--- config.mk ---
export PLATFORM = sky130hd
export DESIGN_NAME = step_dir_decoder
export DESIGN_NICKNAME = d
export VERILOG_FILES = /design/src/rtl/step_dir_decoder_pkg.sv /design/src/rtl/step_dir_sig_filter.sv /design/src/rtl/step_dir_decoder.sv
export SDC_FILE = /design/constraint.sdc
export NUM_CORES = 1
export LEC_CHECK = 0
export BUFFER_PORTS_ARGS = -buffer_cell sky130_fd_sc_hd__buf_4
export CORE_MARGIN = 2
export CORE_UTILIZATION = 40
export DETAILED_ROUTE_END_ITERATION = 6
export PLACE_DENSITY_LB_ADDON = 0.15
export SYNTH_ARGS = -nofsm -noshare
export SYNTH_HDL_FRONTEND = slang
export SYNTH_SLANG_ARGS = --single-unit
export TNS_END_PERCENT = 30
--- constraint.sdc ---
create_clock -name i_clk -period 5.2 [get_ports i_clk]
set_input_delay 1.04 -clock i_clk [delete_from_list [all_inputs] [get_ports i_clk]]
set_output_delay 1.04 -clock i_clk [all_outputs]
set_load 0.005 [all_outputs]
--- src/rtl/step_dir_decoder_pkg.sv ---
// Shared definitions for the step/direction receiver.
//   state_t   : decoder state (IDLE, MOVING)
//   CNT_W_DEF : default width of position and period
//   DIR_POS / DIR_NEG : DIR pin encoding, shared with the stepper drivers
package step_dir_decoder_pkg;

  typedef enum logic {
    ST_IDLE   = 1'b0,
    ST_MOVING = 1'b1
  } state_t;

  localparam int   CNT_W_DEF = 32;
  localparam logic DIR_POS   = 1'b0;
  localparam logic DIR_NEG   = 1'b1;

endpackage

--- src/rtl/step_dir_sig_filter.sv ---
// Synchronizer plus stability filter for one asynchronous pin.
// The filtered level changes only after the synchronized input has differed
// from it for FILTER_CYCLES consecutive cycles; shorter pulses are dropped.
// Ports:
//   i_clk   : system clock
//   i_rst   : synchronous active-high reset
//   i_sig   : asynchronous input pin
//   o_level : filtered level
module step_dir_sig_filter #(
  parameter int SYNC_STAGES   = 2,
  parameter int FILTER_CYCLES = 4
) (
  input  logic i_clk,
  input  logic i_rst,
  input  logic i_sig,
  output logic o_level
);

  localparam int CW = (FILTER_CYCLES > 1) ? $clog2(FILTER_CYCLES) : 1;

  logic [SYNC_STAGES-1:0] r_sync;
  logic [CW-1:0]          r_cnt;
  logic                   r_level;
  logic                   w_sync;

  assign w_sync = r_sync[SYNC_STAGES-1];

  always_ff @(posedge i_clk) begin
    if (i_rst) begin
      r_sync  <= '0;
      r_cnt   <= '0;
      r_level <= 1'b0;
    end else begin
      r_sync <= {r_sync[SYNC_STAGES-2:0], i_sig};
      // Any sample agreeing with the current level restarts the count.
      if (w_sync == r_level) begin
        r_cnt <= '0;
      end else if (r_cnt == CW'(FILTER_CYCLES - 1)) begin
        r_level <= w_sync;
        r_cnt   <= '0;
      end else begin
        r_cnt <= r_cnt + CW'(1);
      end
    end
  end

  assign o_level = r_level;

endmodule

--- src/rtl/step_dir_decoder.sv ---
// Step/direction receiver: filters the STEP/DIR pins, tracks signed position,
// measures step period and flags direction-setup violations.
//
// Optional feature macro: STEP_DIR_DECODER_PERIOD_EN
//   defined   -> period counter, o_period and o_period_valid implemented
//   undefined -> o_period and o_period_valid tied to 0
//
// Ports:
//   i_clk, i_rst          : clock, synchronous active-high reset
//   i_step_in, i_dir_in   : asynchronous STEP / DIR pins (DIR 1 = negative)
//   i_count_enable        : steps update position when 1
//   i_pos_load/_val       : one-cycle strobe loading position
//   i_err_clr             : one-cycle strobe clearing o_dir_err
//   o_position            : signed axis position
//   o_step_strobe         : one-cycle pulse per accepted step
//   o_step_dir            : direction of last accepted step
//   o_busy                : 1 while MOVING
//   o_dir_err             : sticky direction-setup violation
//   o_period/_valid       : cycles between the last two steps, update pulse
//
// state  | meaning
// IDLE   | no step seen within IDLE_TIMEOUT cycles
// MOVING | steps arriving; idle counter running between them
module step_dir_decoder
  import step_dir_decoder_pkg::*;
#(
  parameter int SYNC_STAGES   = 2,
  parameter int FILTER_CYCLES = 4,
  parameter int DIR_SETUP     = 2,
  parameter int IDLE_TIMEOUT  = 1000000,
  parameter int CNT_W         = CNT_W_DEF
) (
  input  logic             i_clk,
  input  logic             i_rst,
  input  logic             i_step_in,
  input  logic             i_dir_in,
  input  logic             i_count_enable,
  input  logic             i_pos_load,
  input  logic [CNT_W-1:0] i_pos_load_val,
  input  logic             i_err_clr,
  output logic [CNT_W-1:0] o_position,
  output logic             o_step_strobe,
  output logic             o_step_dir,
  output logic             o_busy,
  output logic             o_dir_err,
  output logic [CNT_W-1:0] o_period,
  output logic             o_period_valid
);

  localparam int AGE_W  = (DIR_SETUP > 0) ? $clog2(DIR_SETUP + 1) : 1;
  localparam int IDLE_W = (IDLE_TIMEOUT > 1) ? $clog2(IDLE_TIMEOUT) : 1;

  logic w_step_filt, w_dir_filt;

  step_dir_sig_filter #(
    .SYNC_STAGES  (SYNC_STAGES),
    .FILTER_CYCLES(FILTER_CYCLES)
  ) u_step_filt (
    .i_clk  (i_clk),
    .i_rst  (i_rst),
    .i_sig  (i_step_in),
    .o_level(w_step_filt)
  );

  step_dir_sig_filter #(
    .SYNC_STAGES  (SYNC_STAGES),
    .FILTER_CYCLES(FILTER_CYCLES)
  ) u_dir_filt (
    .i_clk  (i_clk),
    .i_rst  (i_rst),
    .i_sig  (i_dir_in),
    .o_level(w_dir_filt)
  );

  // Both filtered levels pass through one aligned register stage so that the
  // strobe lands SYNC_STAGES+FILTER_CYCLES+1 cycles after the first sample
  // and STEP/DIR keep their relative timing for the setup check.
  logic r_step_q, r_step_q2, r_dir_q, r_dir_q2;
  logic w_step, w_dir_chg;

  always_ff @(posedge i_clk) begin
    if (i_rst) begin
      r_step_q  <= 1'b0;
      r_step_q2 <= 1'b0;
      r_dir_q   <= 1'b0;
      r_dir_q2  <= 1'b0;
    end else begin
      r_step_q  <= w_step_filt;
      r_step_q2 <= r_step_q;
      r_dir_q   <= w_dir_filt;
      r_dir_q2  <= r_dir_q;
    end
  end

  assign w_step    = r_step_q & ~r_step_q2;
  assign w_dir_chg = r_dir_q ^ r_dir_q2;

  // dir age: cycles the current filtered DIR has been stable, 0 in the cycle
  // it changes, saturating at DIR_SETUP.
  logic [AGE_W-1:0] r_dir_age, w_dir_age;
  logic             w_viol;

  assign w_dir_age = w_dir_chg ? '0 : r_dir_age;
  assign w_viol    = w_step && (w_dir_age < AGE_W'(DIR_SETUP));

  always_ff @(posedge i_clk) begin
    if (i_rst) begin
      r_dir_age <= '0;
    end else if (w_dir_age < AGE_W'(DIR_SETUP)) begin
      r_dir_age <= w_dir_age + AGE_W'(1);
    end else begin
      r_dir_age <= w_dir_age;
    end
  end

  // State machine
  state_t            r_state, w_state_nxt;
  logic [IDLE_W-1:0] r_idle_cnt;
  logic              w_idle_done;

  assign w_idle_done = (r_idle_cnt == IDLE_W'(IDLE_TIMEOUT - 1));

  always_ff @(posedge i_clk) begin
    if (i_rst) begin
      r_state <= ST_IDLE;
    end else begin
      r_state <= w_state_nxt;
    end
  end

  always_comb begin
    w_state_nxt = r_state;
    case (r_state)
      ST_IDLE:   if (w_step) w_state_nxt = ST_MOVING;
      ST_MOVING: if (!w_step && w_idle_done) w_state_nxt = ST_IDLE;
      default:   w_state_nxt = ST_IDLE;
    endcase
  end

  always_ff @(posedge i_clk) begin
    if (i_rst || w_step || (r_state != ST_MOVING) || w_idle_done) begin
      r_idle_cnt <= '0;
    end else begin
      r_idle_cnt <= r_idle_cnt + IDLE_W'(1);
    end
  end

  // Position, strobe, direction, error flag
  logic [CNT_W-1:0] r_position, w_pos_base, w_pos_nxt;
  logic             r_step_strobe, r_step_dir, r_dir_err;

  always_comb begin
    w_pos_base = i_pos_load ? i_pos_load_val : r_position;
    w_pos_nxt  = w_pos_base;
    if (w_step && i_count_enable) begin
      w_pos_nxt = (r_dir_q == DIR_NEG) ? (w_pos_base - CNT_W'(1))
                                       : (w_pos_base + CNT_W'(1));
    end
  end

  always_ff @(posedge i_clk) begin
    if (i_rst) begin
      r_position    <= '0;
      r_step_strobe <= 1'b0;
      r_step_dir    <= 1'b0;
      r_dir_err     <= 1'b0;
    end else begin
      r_position    <= w_pos_nxt;
      r_step_strobe <= w_step;
      if (w_step) r_step_dir <= r_dir_q;
      // A violation in the same cycle as err_clr wins.
      r_dir_err <= (r_dir_err & ~i_err_clr) | w_viol;
    end
  end

  assign o_position    = r_position;
  assign o_step_strobe = r_step_strobe;
  assign o_step_dir    = r_step_dir;
  assign o_dir_err     = r_dir_err;
  assign o_busy        = (r_state == ST_MOVING);

`ifdef STEP_DIR_DECODER_PERIOD_EN
  logic [CNT_W-1:0] r_per_cnt, r_period;
  logic             r_period_valid;

  always_ff @(posedge i_clk) begin
    if (i_rst) begin
      r_per_cnt      <= '0;
      r_period       <= '0;
      r_period_valid <= 1'b0;
    end else begin
      r_period_valid <= 1'b0;
      if (w_step) begin
        r_per_cnt <= CNT_W'(1);
        // First step out of IDLE has no meaningful predecessor.
        if (r_state == ST_MOVING) begin
          r_period       <= r_per_cnt;
          r_period_valid <= 1'b1;
        end
      end else if (r_per_cnt != '1) begin
        r_per_cnt <= r_per_cnt + CNT_W'(1);
      end
    end
  end

  assign o_period       = r_period;
  assign o_period_valid = r_period_valid;
`else
  assign o_period       = '0;
  assign o_period_valid = 1'b0;
`endif

endmodule
==> impl_metrics.yaml <==
hold_path:
  min_to: "u_dir_filt.r_cnt[0]"
  worstHoldStart: "u_dir_filt.r_cnt[0]"
  min_path_type: "reg -> reg"
  hold_depth: 1
worst_setup_path:
  cp_max_fo: 18
  worstReg2RegEnd: "o_position[28]"
  critPathRequiredTime_ns: 5.40
  endpoint_kind: "flop"
  crit_type: "in -> reg"
  start_kind: "input port"
  r2r_setup_slack_ns: 2.21
  r2r_start: "o_position[0]"
  rr_worst_depth: 11
  worstPathArrival_ns: 3.89
floorplan:
  core_area_um2: 12000
  initial_core_util_pct: 40.9
  row_count: 40
  die_area_um2: 13200
  fp.dieH_um: 115
  die_x_um: 115
  ios: 108
logic_synthesis:
  synth_area_per_cell_um2: 8.29
  syn_inst: 592
  synth_cell_types: 60
  netlist_area_um2: 4910
  synth_seq_area_share_pct: 29.4
  yosysTopAreaCell: "dfxtp_1"
  ys.flop_type: "dfxtp_1"
  synth_top_area_share_pct: 29.4
  synth-seq-cells: 72
  synth_area_leaders: "dfxtp_1 29%, ha_1 8.7%, mux2_2 6.9%"
  ys_warn_count: 0
  async_flop_share_pct: 0
  synth_edf_count: 0
clock_network:
  clk_pin_slew_ns: 0.06
  cts.htree.levels: 3
  cts_root_buf: "clkbuf_16"
  cts_setup_buffers: 0
  cts_resized: 0
  numCtsBuffers: 9
  cts_hold_buf: 0
  insertion_delay_ns: 0.34
  cts_tree: "built"
  clock-sinks: 72
  cts_buffer_depth: 2
route:
  drc: 0
  firstDrtPassIters: 5
  detail_route.iter0.violations: 146
  detail-route-antenna-nets: 0
  finalWirelength_um: 11400
  routedWlPerCell_um: 14.2
  num_vias: 4143
  avgViaCountPerCell: 5.17
sta:
  drv_slew: 0
  hold_viol_final: 0
  rsz0062_at_grt: "no"
  setup_violations: 0
  worst_pin_slew_ns: 0.829
  fmax_mhz: 271
  min_period_ns: 3.70
  final.setup.tns_ns: 0
  period_share_pct: 71.1
  fin_worst_skew_ns: 0.00958
  slew_headroom_pct: 44.6
grt:
  grt_pass1_wl_um: 18700
  gr-total-overflow: 0
  grt_pass1_vias: 3922
  grt_max_degree: 55
  antenna_found_initial: 0
  track_usage_pct: 17.7
placed_design:
  portBuffers: 74
  gp_congestion: 0.868
  placed_area_um2: 5420
  dp_cells: 786
  dp_hpwl_um: 8310
cells_and_area:
  multi_input_area_um2: 3140
  nets: 724
  fin_util_pct: 47.6
  synthToLayoutAreaGrowth_pct: 16.6
  fin_area_um2: 5720
  drive_gt1_share_pct: 20.5
  diodes: 0
  stdcell_count: 802
  fill_cells: 1212
  regArea_um2: 1440
power:
  leakagePower_nw: 2.44
  ir_drop_mv: 0.172
  power_density_nw_per_um2: 246
  power_mw: 1.41
outcome:
  status: "complete, no violations"
run:
  max-cap-violations: 0
==> flip-flops by register name (all words and copies together) (netlist names) <==
name	cells
o_position	32
r_idle_cnt	20
r_dir_age	2
u_dir_filt.r_cnt	2
u_dir_filt.r_sync	2
u_step_filt.r_cnt	2
u_step_filt.r_sync	2
o_busy	1
o_dir_err	1
o_step_dir	1
o_step_strobe	1
r_dir_q	1
r_dir_q2	1
r_step_q	1
r_step_q2	1
u_dir_filt.o_level	1
u_step_filt.o_level	1
==> cells in the mapped netlist, types with 3 or more instances <==
| cell type | number |
|---|---|
| a21oi_1 | 41 |
| xor2_1 | 19 |
| buf_1 | 3 |
| ha_1 | 34 |
| dfxtp_1 | 72 |
| xnor2_1 | 27 |
| inv_1 | 21 |
| buf_4 | 33 |
| nand2_1 | 55 |
| o21bai_1 | 8 |
| mux2i_1 | 7 |
| a211oi_1 | 17 |
| nand3_1 | 11 |
| o21ai_1 | 7 |
| nor2b_1 | 7 |
| nand4_1 | 10 |
| o21a_1 | 3 |
| a31oi_1 | 3 |
| nor3_1 | 7 |
| o21ai_0 | 13 |
| or3_1 | 4 |
| nand2b_1 | 4 |
| mux2_2 | 30 |
| and3_1 | 5 |
| nor2_1 | 66 |
| clkbuf_1 | 24 |
| nor4_1 | 5 |
| o22ai_1 | 9 |
| a21o_1 | 11 |
==> cell families (layout without fill, tap and decap cells) <==
group	Yosys count	after routing	synth area share, %
muxes	38	38	8.59
other	1	33	0.0764
and+or+nand+nor	186	186	17.8
AOI/OAI and AO/OA	131	131	17.8
buffers and inverters	83	114	9.05
adders and majority gates	35	35	9.08
xor gates and xnor gates	46	46	8.21
DFF	72	72	29.4
==> per-layer routing <==
metal / global-route usage [%] / up-vias / wire, µm
met1: 23.9 / 1910 / 5560
met3: 3.16 / 13 / 449
met2: 28.8 / 88 / 5220
li1: - / 2132 / -
met4: 6.02 / 0 / 160
met5: 0 / - / 0
==> report_power, final <==
group / leakage (nW) / switching (mW) / internal [mW]
Clock: 0.143 / 0.251 / 0.374
Combinational: 1.71 / 0.103 / 0.0988
Sequential: 0.588 / 0.0103 / 0.573
Total: 2.44 / 0.364 / 1.05
==> placed cells by master (no fill, tap or decap), types with 13 or more instances in the layout <==
| master | synthesis | final |
|---|---|---|
| buf_4 | 33 | 77 |
| conb_1 | 1 | 33 |
| ha_1 | 34 | 34 |
| xor2_1 | 19 | 19 |
| xnor2_1 | 27 | 27 |
| dfxtp_1 | 72 | 72 |
| nand2_1 | 55 | 55 |
| a211oi_1 | 17 | 17 |
| mux2_2 | 30 | 30 |
| a21oi_1 | 41 | 41 |
| nor2_1 | 66 | 66 |
| inv_1 | 21 | 21 |
| o21ai_0 | 13 | 13 |
==> area by class of cell <==
cell class	count	share of cell area (%)
repair buffers	77	10.1
well taps	147	3.21
multi-input cells	469	54.9
flip-flops and latches	72	25.2
clock inverters	6	1.20
inverters	21	1.38
clock buffers	10	4.00
==> worst max-delay path: stages <==
cell and delay, ns:
buf_4 0.24, mux2i_2 0.31, inv_1 0.12, fa_1 0.43, a211o_1 0.35, a211oi_2 0.26, o211ai_1 0.18, a31oi_1 0.36
nor4_1 0.10, or3_1 0.31, nand3_1 0.09, a21oi_1 0.07
==> through the flow <==
| stage | hold WS, ns | setup slack, ns |
|---|---|---|
| floorplan | 0.397 | 1.25 |
| global placement | 0.405 | 1.18 |
| detailed placement | 0.418 | 1.14 |
| CTS | 0.427 | 1.50 |
| global route | 0.434 | 1.29 |
| finish | 0.421 | 1.50 |
==> worst max path at each step <==
stage          startpoint              to  slack (ns)
3_3_place_gp   i_pos_load  o_position[28]        1.18
4_1_cts        i_pos_load  o_position[28]        1.50
3_5_place_dp   i_pos_load  o_position[28]        1.14
5_1_grt        i_pos_load  o_position[31]        1.29
2_1_floorplan  i_pos_load  o_position[28]        1.25
6_report       i_pos_load  o_position[28]        1.50
Power figures use the tool's default switching activity.
